==> src/rtl/alu_pkg.sv <==
// alu_pkg -- shared definitions for the pipelined ALU.
//   ALU_LENGTH      : width of the opcode field
//   ALU_*           : opcode encodings, base integer ops followed by the M ops
//   alu_state_t     : control FSM state encoding (IDLE, BUSY, DONE)
//   is_muldiv_op()  : true for the multiply/divide opcodes
package alu_pkg;

   localparam int ALU_LENGTH = 5;

   localparam logic [ALU_LENGTH-1:0] ALU_ADD    = 5'd0;
   localparam logic [ALU_LENGTH-1:0] ALU_SUB    = 5'd1;
   localparam logic [ALU_LENGTH-1:0] ALU_AND    = 5'd2;
   localparam logic [ALU_LENGTH-1:0] ALU_OR     = 5'd3;
   localparam logic [ALU_LENGTH-1:0] ALU_XOR    = 5'd4;
   localparam logic [ALU_LENGTH-1:0] ALU_SLL    = 5'd5;
   localparam logic [ALU_LENGTH-1:0] ALU_SRL    = 5'd6;
   localparam logic [ALU_LENGTH-1:0] ALU_SRA    = 5'd7;
   localparam logic [ALU_LENGTH-1:0] ALU_SLT    = 5'd8;
   localparam logic [ALU_LENGTH-1:0] ALU_SLTU   = 5'd9;
   localparam logic [ALU_LENGTH-1:0] ALU_EQ     = 5'd10;
   localparam logic [ALU_LENGTH-1:0] ALU_MUL    = 5'd11;
   localparam logic [ALU_LENGTH-1:0] ALU_MULH   = 5'd12;
   localparam logic [ALU_LENGTH-1:0] ALU_MULHSU = 5'd13;
   localparam logic [ALU_LENGTH-1:0] ALU_MULHU  = 5'd14;
   localparam logic [ALU_LENGTH-1:0] ALU_DIV    = 5'd15;
   localparam logic [ALU_LENGTH-1:0] ALU_DIVU   = 5'd16;
   localparam logic [ALU_LENGTH-1:0] ALU_REM    = 5'd17;
   localparam logic [ALU_LENGTH-1:0] ALU_REMU   = 5'd18;

   typedef enum logic [1:0] {
      ST_IDLE = 2'd0,
      ST_BUSY = 2'd1,
      ST_DONE = 2'd2
   } alu_state_t;

   function automatic logic is_muldiv_op(input logic [ALU_LENGTH-1:0] op);
      logic hit;
      case (op)
         ALU_MUL, ALU_MULH, ALU_MULHSU, ALU_MULHU,
         ALU_DIV, ALU_DIVU, ALU_REM, ALU_REMU: hit = 1'b1;
         default:                              hit = 1'b0;
      endcase
      return hit;
   endfunction

endpackage

==> src/rtl/alu_pipe_muldiv.sv <==
// alu_muldiv_iter -- iterative multiply/divide core, one bit per cycle.
// Shift-add multiply and restoring divide on operand magnitudes; the sign
// fix-up is folded into the final-iteration result so no extra cycle is spent.
// Ports:
//   clk, reset     : clock, synchronous active-high reset
//   start          : load operands and begin (only pulsed while idle)
//   op             : M opcode from alu_pkg, sampled with start
//   left, right    : operands, sampled with start
//   done           : high during the last of XLEN iterations
//   result         : final value, valid while done is high (combinational)
module alu_muldiv_iter
   import alu_pkg::*;
#(
   parameter int XLEN = 32
) (
   input  logic                  clk,
   input  logic                  reset,
   input  logic                  start,
   input  logic [ALU_LENGTH-1:0] op,
   input  logic [XLEN-1:0]       left,
   input  logic [XLEN-1:0]       right,
   output logic                  done,
   output logic [XLEN-1:0]       result
);

   localparam int CW = $clog2(XLEN);
   localparam logic [CW-1:0]     LAST_ITER = CW'(XLEN - 1);
   localparam logic [CW-1:0]     CNT_ONE   = CW'(1);
   localparam logic [XLEN-1:0]   ONE_X     = XLEN'(1);
   localparam logic [2*XLEN-1:0] ONE_2X    = (2*XLEN)'(1);

   logic                  busy_r;
   logic [CW-1:0]         count_r;
   logic [ALU_LENGTH-1:0] op_r;
   // multiply: {accumulator_hi, multiplier}; divide: {remainder, quotient/dividend}
   logic [2*XLEN-1:0]     work_r;
   logic [XLEN-1:0]       opnd_r;
   logic                  neg_main_r;
   logic                  neg_rem_r;
   logic                  div_zero_r;

   logic                  is_div_s;
   logic                  left_neg_s;
   logic                  right_neg_s;
   logic [XLEN-1:0]       left_mag_s;
   logic [XLEN-1:0]       right_mag_s;
   logic                  div_op_r_s;
   logic [XLEN:0]         mul_sum_s;
   logic [XLEN:0]         rem_shift_s;
   logic [XLEN:0]         diff_s;
   logic [2*XLEN-1:0]     next_work_s;
   logic [2*XLEN-1:0]     prod_s;
   logic [XLEN-1:0]       quot_s;
   logic [XLEN-1:0]       rem_s;

   // Decode the incoming request: signedness and operand magnitudes.
   always_comb begin
      is_div_s    = (op == ALU_DIV) || (op == ALU_DIVU) || (op == ALU_REM) || (op == ALU_REMU);
      left_neg_s  = ((op == ALU_MULH) || (op == ALU_MULHSU) || (op == ALU_DIV) || (op == ALU_REM))
                    && left[XLEN-1];
      right_neg_s = ((op == ALU_MULH) || (op == ALU_DIV) || (op == ALU_REM)) && right[XLEN-1];
      left_mag_s  = left_neg_s  ? (~left  + ONE_X) : left;
      right_mag_s = right_neg_s ? (~right + ONE_X) : right;
   end

   // One iteration of shift-add multiply or restoring divide.
   always_comb begin
      div_op_r_s  = (op_r == ALU_DIV) || (op_r == ALU_DIVU) || (op_r == ALU_REM) || (op_r == ALU_REMU);
      mul_sum_s   = {1'b0, work_r[2*XLEN-1:XLEN]} + (work_r[0] ? {1'b0, opnd_r} : {(XLEN+1){1'b0}});
      rem_shift_s = {work_r[2*XLEN-1:XLEN], work_r[XLEN-1]};
      diff_s      = rem_shift_s - {1'b0, opnd_r};
      if (div_op_r_s) begin
         // diff sign bit clear means the divisor fits: keep the difference, quotient bit 1
         if (!diff_s[XLEN]) begin
            next_work_s = {diff_s[XLEN-1:0], work_r[XLEN-2:0], 1'b1};
         end else begin
            next_work_s = {rem_shift_s[XLEN-1:0], work_r[XLEN-2:0], 1'b0};
         end
      end else begin
         next_work_s = {mul_sum_s, work_r[XLEN-1:1]};
      end
   end

   // Final result with sign fix-up, taken from the last iteration's output.
   always_comb begin
      prod_s = neg_main_r ? (~next_work_s + ONE_2X) : next_work_s;
      quot_s = next_work_s[XLEN-1:0];
      rem_s  = next_work_s[2*XLEN-1:XLEN];
      case (op_r)
         ALU_MUL:                          result = prod_s[XLEN-1:0];
         ALU_MULH, ALU_MULHSU, ALU_MULHU:  result = prod_s[2*XLEN-1:XLEN];
         // magnitude quotient is already all ones for a zero divisor; only the
         // signed form must skip negation
         ALU_DIV:  result = div_zero_r ? {XLEN{1'b1}} : (neg_main_r ? (~quot_s + ONE_X) : quot_s);
         ALU_DIVU: result = quot_s;
         ALU_REM:  result = neg_rem_r ? (~rem_s + ONE_X) : rem_s;
         ALU_REMU: result = rem_s;
         default:  result = {XLEN{1'b0}};
      endcase
      done = busy_r && (count_r == LAST_ITER);
   end

   // Iteration state: load on start, step each busy cycle, idle after last step.
   always_ff @(posedge clk) begin
      if (reset) begin
         busy_r     <= 1'b0;
         count_r    <= {CW{1'b0}};
         op_r       <= {ALU_LENGTH{1'b0}};
         work_r     <= {(2*XLEN){1'b0}};
         opnd_r     <= {XLEN{1'b0}};
         neg_main_r <= 1'b0;
         neg_rem_r  <= 1'b0;
         div_zero_r <= 1'b0;
      end else if (start) begin
         busy_r     <= 1'b1;
         count_r    <= {CW{1'b0}};
         op_r       <= op;
         work_r     <= {{XLEN{1'b0}}, (is_div_s ? left_mag_s : right_mag_s)};
         opnd_r     <= is_div_s ? right_mag_s : left_mag_s;
         neg_main_r <= left_neg_s ^ right_neg_s;
         neg_rem_r  <= left_neg_s;
         div_zero_r <= (right == {XLEN{1'b0}});
      end else if (busy_r) begin
         work_r <= next_work_s;
         if (done) begin
            busy_r  <= 1'b0;
            count_r <= {CW{1'b0}};
         end else begin
            count_r <= count_r + CNT_ONE;
         end
      end else begin
         busy_r <= 1'b0;
      end
   end

endmodule

==> src/rtl/alu_pipe.sv <==
// alu_pipe -- ALU with valid/ready handshake and an IDLE/BUSY/DONE controller.
// Single-cycle ops produce a result the cycle after acceptance; with the
// ALU_MULDIV_EN macro defined, M ops run on the iterative alu_muldiv_iter core
// for XLEN cycles. Without the macro M opcodes behave like unknown opcodes.
// Ports:
//   clk, reset           : clock, synchronous active-high reset
//   in_valid / in_ready  : request handshake (ready only in IDLE)
//   opcode, left, right  : operation and operands, captured on acceptance
//   out_valid / out_ready: result handshake
//   result               : registered result, held until consumed
module alu_pipe
   import alu_pkg::*;
#(
   parameter int XLEN = 32
) (
   input  logic                  clk,
   input  logic                  reset,
   input  logic                  in_valid,
   output logic                  in_ready,
   input  logic [ALU_LENGTH-1:0] opcode,
   input  logic [XLEN-1:0]       left,
   input  logic [XLEN-1:0]       right,
   output logic                  out_valid,
   input  logic                  out_ready,
   output logic [XLEN-1:0]       result
);

   localparam int SHW = $clog2(XLEN);

   alu_state_t      state_r;
   logic            in_ready_r;
   logic            out_valid_r;
   logic [XLEN-1:0] result_r;

   logic [SHW-1:0]  shamt_s;
   logic [XLEN-1:0] alu_s;

`ifdef ALU_MULDIV_EN
   logic            md_start_s;
   logic            md_done_s;
   logic [XLEN-1:0] md_result_s;

   assign md_start_s = (state_r == ST_IDLE) && in_valid && is_muldiv_op(opcode);

   alu_muldiv_iter #(.XLEN(XLEN)) u_muldiv (
      .clk    (clk),
      .reset  (reset),
      .start  (md_start_s),
      .op     (opcode),
      .left   (left),
      .right  (right),
      .done   (md_done_s),
      .result (md_result_s)
   );
`endif

   // Single-cycle datapath computed straight from the request inputs.
   always_comb begin
      shamt_s = right[SHW-1:0];
      case (opcode)
         ALU_ADD:  alu_s = left + right;
         ALU_SUB:  alu_s = left - right;
         ALU_AND:  alu_s = left & right;
         ALU_OR:   alu_s = left | right;
         ALU_XOR:  alu_s = left ^ right;
         ALU_SLL:  alu_s = left << shamt_s;
         ALU_SRL:  alu_s = left >> shamt_s;
         ALU_SRA:  alu_s = $signed(left) >>> shamt_s;
         ALU_SLT:  alu_s = {{(XLEN-1){1'b0}}, ($signed(left) < $signed(right))};
         ALU_SLTU: alu_s = {{(XLEN-1){1'b0}}, (left < right)};
         ALU_EQ:   alu_s = {{(XLEN-1){1'b0}}, (left == right)};
         default:  alu_s = {XLEN{1'b0}};
      endcase
   end

   // Control FSM with registered handshake outputs and result.
   always_ff @(posedge clk) begin
      if (reset) begin
         state_r     <= ST_IDLE;
         in_ready_r  <= 1'b1;
         out_valid_r <= 1'b0;
         result_r    <= {XLEN{1'b0}};
      end else begin
         case (state_r)
            ST_IDLE: begin
               if (in_valid) begin
                  in_ready_r <= 1'b0;
`ifdef ALU_MULDIV_EN
                  if (is_muldiv_op(opcode)) begin
                     state_r <= ST_BUSY;
                  end else begin
                     state_r     <= ST_DONE;
                     out_valid_r <= 1'b1;
                     result_r    <= alu_s;
                  end
`else
                  state_r     <= ST_DONE;
                  out_valid_r <= 1'b1;
                  result_r    <= alu_s;
`endif
               end else begin
                  in_ready_r <= 1'b1;
               end
            end
            ST_BUSY: begin
`ifdef ALU_MULDIV_EN
               if (md_done_s) begin
                  state_r     <= ST_DONE;
                  out_valid_r <= 1'b1;
                  result_r    <= md_result_s;
               end else begin
                  state_r <= ST_BUSY;
               end
`else
               // no iterative core in this build; recover to IDLE
               state_r    <= ST_IDLE;
               in_ready_r <= 1'b1;
`endif
            end
            ST_DONE: begin
               if (out_ready) begin
                  state_r     <= ST_IDLE;
                  out_valid_r <= 1'b0;
                  in_ready_r  <= 1'b1;
               end else begin
                  state_r <= ST_DONE;
               end
            end
            default: begin
               state_r     <= ST_IDLE;
               in_ready_r  <= 1'b1;
               out_valid_r <= 1'b0;
               result_r    <= {XLEN{1'b0}};
            end
         endcase
      end
   end

   assign in_ready  = in_ready_r;
   assign out_valid = out_valid_r;
   assign result    = result_r;

endmodule

==> config.mk <==
export PLATFORM = sky130hd
export DESIGN_NAME = alu_pipe
export DESIGN_NICKNAME = d
export VERILOG_FILES = /design/src/rtl/alu_pkg.sv /design/src/rtl/alu_pipe_muldiv.sv /design/src/rtl/alu_pipe.sv
export SDC_FILE = /design/constraint.sdc
export NUM_CORES = 1
export LEC_CHECK = 0
export BUFFER_PORTS_ARGS = -buffer_cell sky130_fd_sc_hd__clkbuf_2
export CORE_ASPECT_RATIO = 1.25
export CORE_MARGIN = 2
export CORE_UTILIZATION = 62
export CTS_CLUSTER_SIZE = 30
export DETAILED_ROUTE_END_ITERATION = 7
export PLACE_DENSITY = 0.91
export SYNTH_ARGS = -nofsm -noshare
export SYNTH_HDL_FRONTEND = slang
export SYNTH_SLANG_ARGS = --single-unit
==> constraint.sdc <==
create_clock -name clk -period 6.37 [get_ports clk]
set_input_delay 1.5925 -clock clk [delete_from_list [all_inputs] [get_ports clk]]
set_output_delay 1.5925 -clock clk [all_outputs]
set_load 0.1 [all_outputs]
## Word-level counts from Yosys, hierarchy flattened

Index checks and enable logic that the tools add are counted.

| storage, ports and cells | value |
|---|---|
| flip-flop bits (word level) | 36 |
| output and inout bits | 34 |
| logic and storage cells | 48 |
| input port bits | 73 |

| operators by class | value |
|---|---|
| order comparisons | 2 |
| muxes and demuxes | 12 |
| reductions and logical operators | 5 |
| equality and inequality tests | 15 |
| $add $sub $neg | 2 |
| bitwise operators | 5 |
| shift operators | 3 |

Operators by type and width:

| kind | number |
|---|---|
| 32-bit case mux with 11 select lines | 1 |
| 32-bit < comparator | 2 |
| 32-bit case mux with 2 select lines | 1 |
| 32-bit adder | 1 |
| 32-bit bitwise AND | 1 |
| 32-bit == test | 1 |
| 32-bit two-way mux | 1 |
| 32-bit OR | 1 |
| 32-bit by 5-bit << shifter with 32-bit output | 1 |
| 32-bit by 5-bit >> shifter with 32-bit output | 1 |
| 32-bit by 5-bit >>> shifter with 32-bit output | 1 |
| 32-bit subtractor | 1 |
| 32-bit bitwise XOR | 1 |
| 5-bit by 3-bit == test with 1-bit output (second input constant) | 4 |
| 5-bit by 4-bit == test with 1-bit output (second input constant) | 3 |
| 5-bit by 2-bit == test with 1-bit output (second input constant) | 2 |
| 5-bit by 1-bit == test with 1-bit output (second input constant) | 1 |
| 5-bit logical NOT | 1 |
| 1-bit two-way mux | 4 |
| 2-bit two-way mux | 2 |
| 2-bit inequality test (second input constant) | 2 |
| 2-bit case mux with 2 select lines | 1 |
| 1-bit case mux with 3 select lines | 1 |
| 3-bit AND reduction | 1 |
| 7 further kinds | 8 |

## Logic depth before layout (Yosys ltp)

| depth | value |
|---|---|
| depth in word-level cells | 4 |
| mapped depth | 16 |
| mapped depth without buffers | 13 |

## Worst setup path before layout

No wires, ideal clock.

| timing path | value |
|---|---|
| path type | in2reg |
| start point | input right[2] |
| end point | register result_r[16] (netlist: result[16]) |
| arrival | 4789 ps |
| stages on the path | 15 |
| library setup time | 137 ps |
| required time | 6233 ps |
| buffers on the path | 5 |
| path slack | 1444 ps |
| cell sequence | buf_2 > inv_1 > buf_4 > buf_2 > buf_4 > buf_2 > ha_1 > a21o_1 > a21o_1 > a21o_1 > o41ai_2 > o31ai_1 > a221o_1 > a2111oi_2 > a211oi_1 |

| between the ends | value |
|---|---|
| longest elaborated chain between the ends | 4 |
| elaborated cells between the ends (all ways) | 8 |
| those cells by class | add/sub (2); shift (3); mux (3) |

Ends and longest elaborated chain:

| what | RTL line | text |
|---|---|---|
| start, declared | alu_pipe.sv:22 | `input logic [XLEN-1:0] right,` |
| 32-bit subtractor (tied with other cells) | alu_pipe.sv:62 | `ALU_SUB: alu_s = left - right;` |
| 32-bit case mux with 11 select lines (*) | alu_pipe.sv:60 | `case (opcode)` |
| 32-bit two-way mux (*) | alu_pipe.sv:86 | `if (in_valid) begin` |
| 32-bit case mux with 2 select lines (*) | alu_pipe.sv:84 | `case (state_r)` |
| end signal, assigned | alu_pipe.sv:82 | `result_r <= {XLEN{1'b0}};` |
| end signal, assigned | alu_pipe.sv:99 | `result_r <= alu_s;` |
| end signal, assigned | alu_pipe.sv:133 | `result_r <= {XLEN{1'b0}};` |
| end, declared | alu_pipe.sv:33 | `logic [XLEN-1:0] result_r;` |

Mark *: on every way between the ends. The rest lies on a longest branch, timed or not. The select of a mux whose other input is x is not followed.
A chain may end at the register's enable or synchronous reset.

## Worst setup path after layout

| timing path | value |
|---|---|
| start point | input right[0] |
| end point | register result_r[26] (netlist: result[26]) |

The elaborated chain is that of the path after synthesis.

==> results.md <==
* Worst Skew at 0.01144 ns
* Slowest cell on the critical path: buf_4
* Area contributors post-synth: ha_1, mux2i_1, dfxtp_1
* Max-Cap Viols at 0
* Die Span X at 119.1 um
* Final Hold Viols at 0
* Cts hold-fix bufs at 0
* CP required at 6.54 ns
* R2R depth at 9
* Total CTS buffers at 5
* Final Max Slew Viols at 0
* Clk Latency, worst-skew pair at 0.31 ns
* Cell mode on critical path: a211oi_2
* Max H-tree Level at 2
* Cell area after synthesis at 10270 sq um
* Post-route setup TNS at 0 ns
* Worst Tran Pin Value at 1.039 ns
* Setup Viol. Count Final at 0
* Boundary Pins at 107
* First-pass GRT wire length at 68.24 mm
* Buf/Inv on CP at 2
* Max Freq at 0.1996 GHz
* Area of the core at 16200 sq um
* DP HPWL at 34.66 mm
* Nets@finish at 1657
* Reg clk slew, reported paths at 0.06 ns
* Slew headroom at 29.88%
* Slowest stage delay, CP at 0.58 ns
* Detail Route Antenna Nets at 0
* Warnings from Yosys at 0
* Maximum vdd drop at 0.0001091 V
* Power Density at 128.6 nW/um^2
* CP cell instances: buf_4 > ha_1 > inv_1 > fa_1 > nand2b_1 > a21oi_1 > o2111a_1 > o41a_1 > a211oi_2 > o21ai_1 > a211oi_2 > o21a_1 > o211ai_1
* RSZ-0062 raised after global routing: no
* Distinct cells, synth at 84
* Reg2reg end: result[25]
* Reg2reg start: state_r[1]
* Max Root-Sink Buffers at 2
* Largest net degree at the start of global routing at 62
* DRT Pass-1 Iters at 8
* First DRT Iteration DRCs at 1840
* Crit Path Class: in2reg
* Area leader, netlist: ha_1
* WHS at 0.4482 ns
* Count leader, synth: nand2_1
* Vias in the first global route at 11853
* Total number of vias at 12563
* Hold path startpoint: result[17]
* Vias per inst at 7.412
* Worst Path Max Fanout at 56
* R2r setup slk at 3.80 ns
* CTS tree: yes
* Hold endpoint: result[17]
* Sink Count at 35
* # port buffers at 106
* EDFF count, synth at 0
* Routability cong. at 1.081
* Synth top area share at 12.67%
* Worst Hold Class: reg2reg
* Cell count along the critical path at 13
* Crit share post-route at 78.64%
* Die height at 147.9 um
* Status: complete, no violations
* P_leak at 0.004832 uW
* Final Critical Period at 5.009 ns
* Synth cell count leaders: nand2_1, nor2_1, a21oi_1
* Setup Fix Bufs, Post-CTS at 0
* Cells after Synth at 1454
* DRC Markers at 0
* Inserted Diodes at 0
* Total GRT Usage at 50.05%
* Grt total ovfl at 0
* Hold Path Stages at 2
* #FFs+latches synth at 35
* Syn nets at 1633
* Post-CTS sizing at 0
* Top delay family on crit path: compound AO/OA/AOI/OAI gates
* Seq/Total Area, Yosys at 6.822%
* Worst setup EP type: flip-flop
* Startpoint Class: input port
* Antenna violations before repair at 2
* CP arrival at 5.18 ns
* Synth Area per Inst at 7.064 sq um
* DIE AREA at 17620 sq um
* Share of layout cells above drive strength 1 at 14.87%
* Ys flop type: dfxtp_1
* Wire per inst at 26.89 um
* CTS Root Cell: clkbuf_16
* Initial Utilization at 63.40%
* WL final at 45.58 mm
* Area Growth Syn to Fin at 6.067%
* # rows at 52
* Fraction of registers with async set/reset at 0%
state kept, by name (all words and copies together) (netlist names):
name       count
result        32
in_ready       1
out_valid      1
state_r        1
metrics by stage:
stage / instance area [sq um] / utilization, % / setup WS [ns] / power (uW) / instances
after global routing: 10890 / 67.25 / 1.201 / 1444 / 1695
after global placement: 10720 / 66.17 / 1.247 / 1039 / 1687
after detailed placement: 10720 / 66.17 / 1.197 / 1045 / 1687
after CTS: 10890 / 67.25 / 1.481 / 1355 / 1695
final: 10890 / 67.25 / 1.361 / 1401 / 1695
after floorplan: 10270 / - / 1.444 / 811.8 / 1454
routing by layer:
layer,global-route usage (%),up-vias,part of all wire (%)
met3,12.92,296,13
met4,34.82,4,8.7
li1,-,5460,-
met2,80.46,1011,44
met1,57.99,5792,34
met5,0,-,0.072
final cells by class:
cell class,count,area [sq um]
clock buffers,6,138.9
clock inverters,2,35.03
fillers,1505,5306
inverters,101,384.1
multi-input cells,1208,8675
flip-flops and latches,35,700.7
well taps,216,270.3
repair buffers,127,690.7
worst max path at each step:
stage | from | to
after detailed placement | right[0] | result[26]
final | right[0] | result[26]
after CTS | right[0] | result[26]
after global placement | right[0] | result[22]
after global routing | right[0] | result[22]
after floorplan | right[2] | result[16]
cell usage in the layout, fill, tap and decap left out, types with 7 or more instances in the layout:
| cell | instances |
|---|---|
| a211oi_1 | 32 |
| nand2_1 | 141 |
| a211o_1 | 7 |
| dfxtp_1 | 35 |
| xnor2_1 | 14 |
| a21oi_1 | 134 |
| mux4_2 | 21 |
| and3_1 | 8 |
| inv_1 | 94 |
| a21o_1 | 21 |
| nand4_1 | 14 |
| ha_1 | 104 |
| o211ai_1 | 21 |
| nor3_1 | 36 |
| mux2i_1 | 73 |
| o21bai_1 | 14 |
| nand2b_1 | 18 |
| buf_4 | 22 |
| o21ai_0 | 83 |
| clkbuf_2 | 105 |
| nor2_1 | 136 |
| a31oi_1 | 11 |
| o221ai_1 | 10 |
| o2111ai_1 | 11 |
| nor4_1 | 11 |
| a221oi_1 | 17 |
| nand3_1 | 31 |
| o22ai_1 | 13 |
| o21ai_1 | 16 |
| o31ai_1 | 16 |
| a22oi_1 | 15 |
| mux2_2 | 36 |
| and2_1 | 7 |
| nor2b_1 | 10 |
kinds of logic after synthesis:
group	synth area share, %
and+or+nand+nor	19.38
AOI/OAI and AO/OA	33.97
muxes	16.21
DFF	6.822
xor gates and xnor gates	1.620
adders and majority gates	13.06
buffers and inverters	8.929
worst reg2reg max path, cell delays in order, from the launching register on:
cell and delay [ns]:
dfxtp_1 0.33, nand2b_1 0.31, nand2_1 0.20, o221ai_1 0.13
a211oi_1 0.51, nand2_1 0.11, o22ai_1 0.39, and3_1 0.22
o21ai_0 0.09, and3_1 0.20
where the power goes:
part,internal (uW),switching (uW)
Combinational,283,572
Sequential,224,4.07
Clock,196,122
Total,702,698
Note: power is estimated with default switching activity, not from simulation.
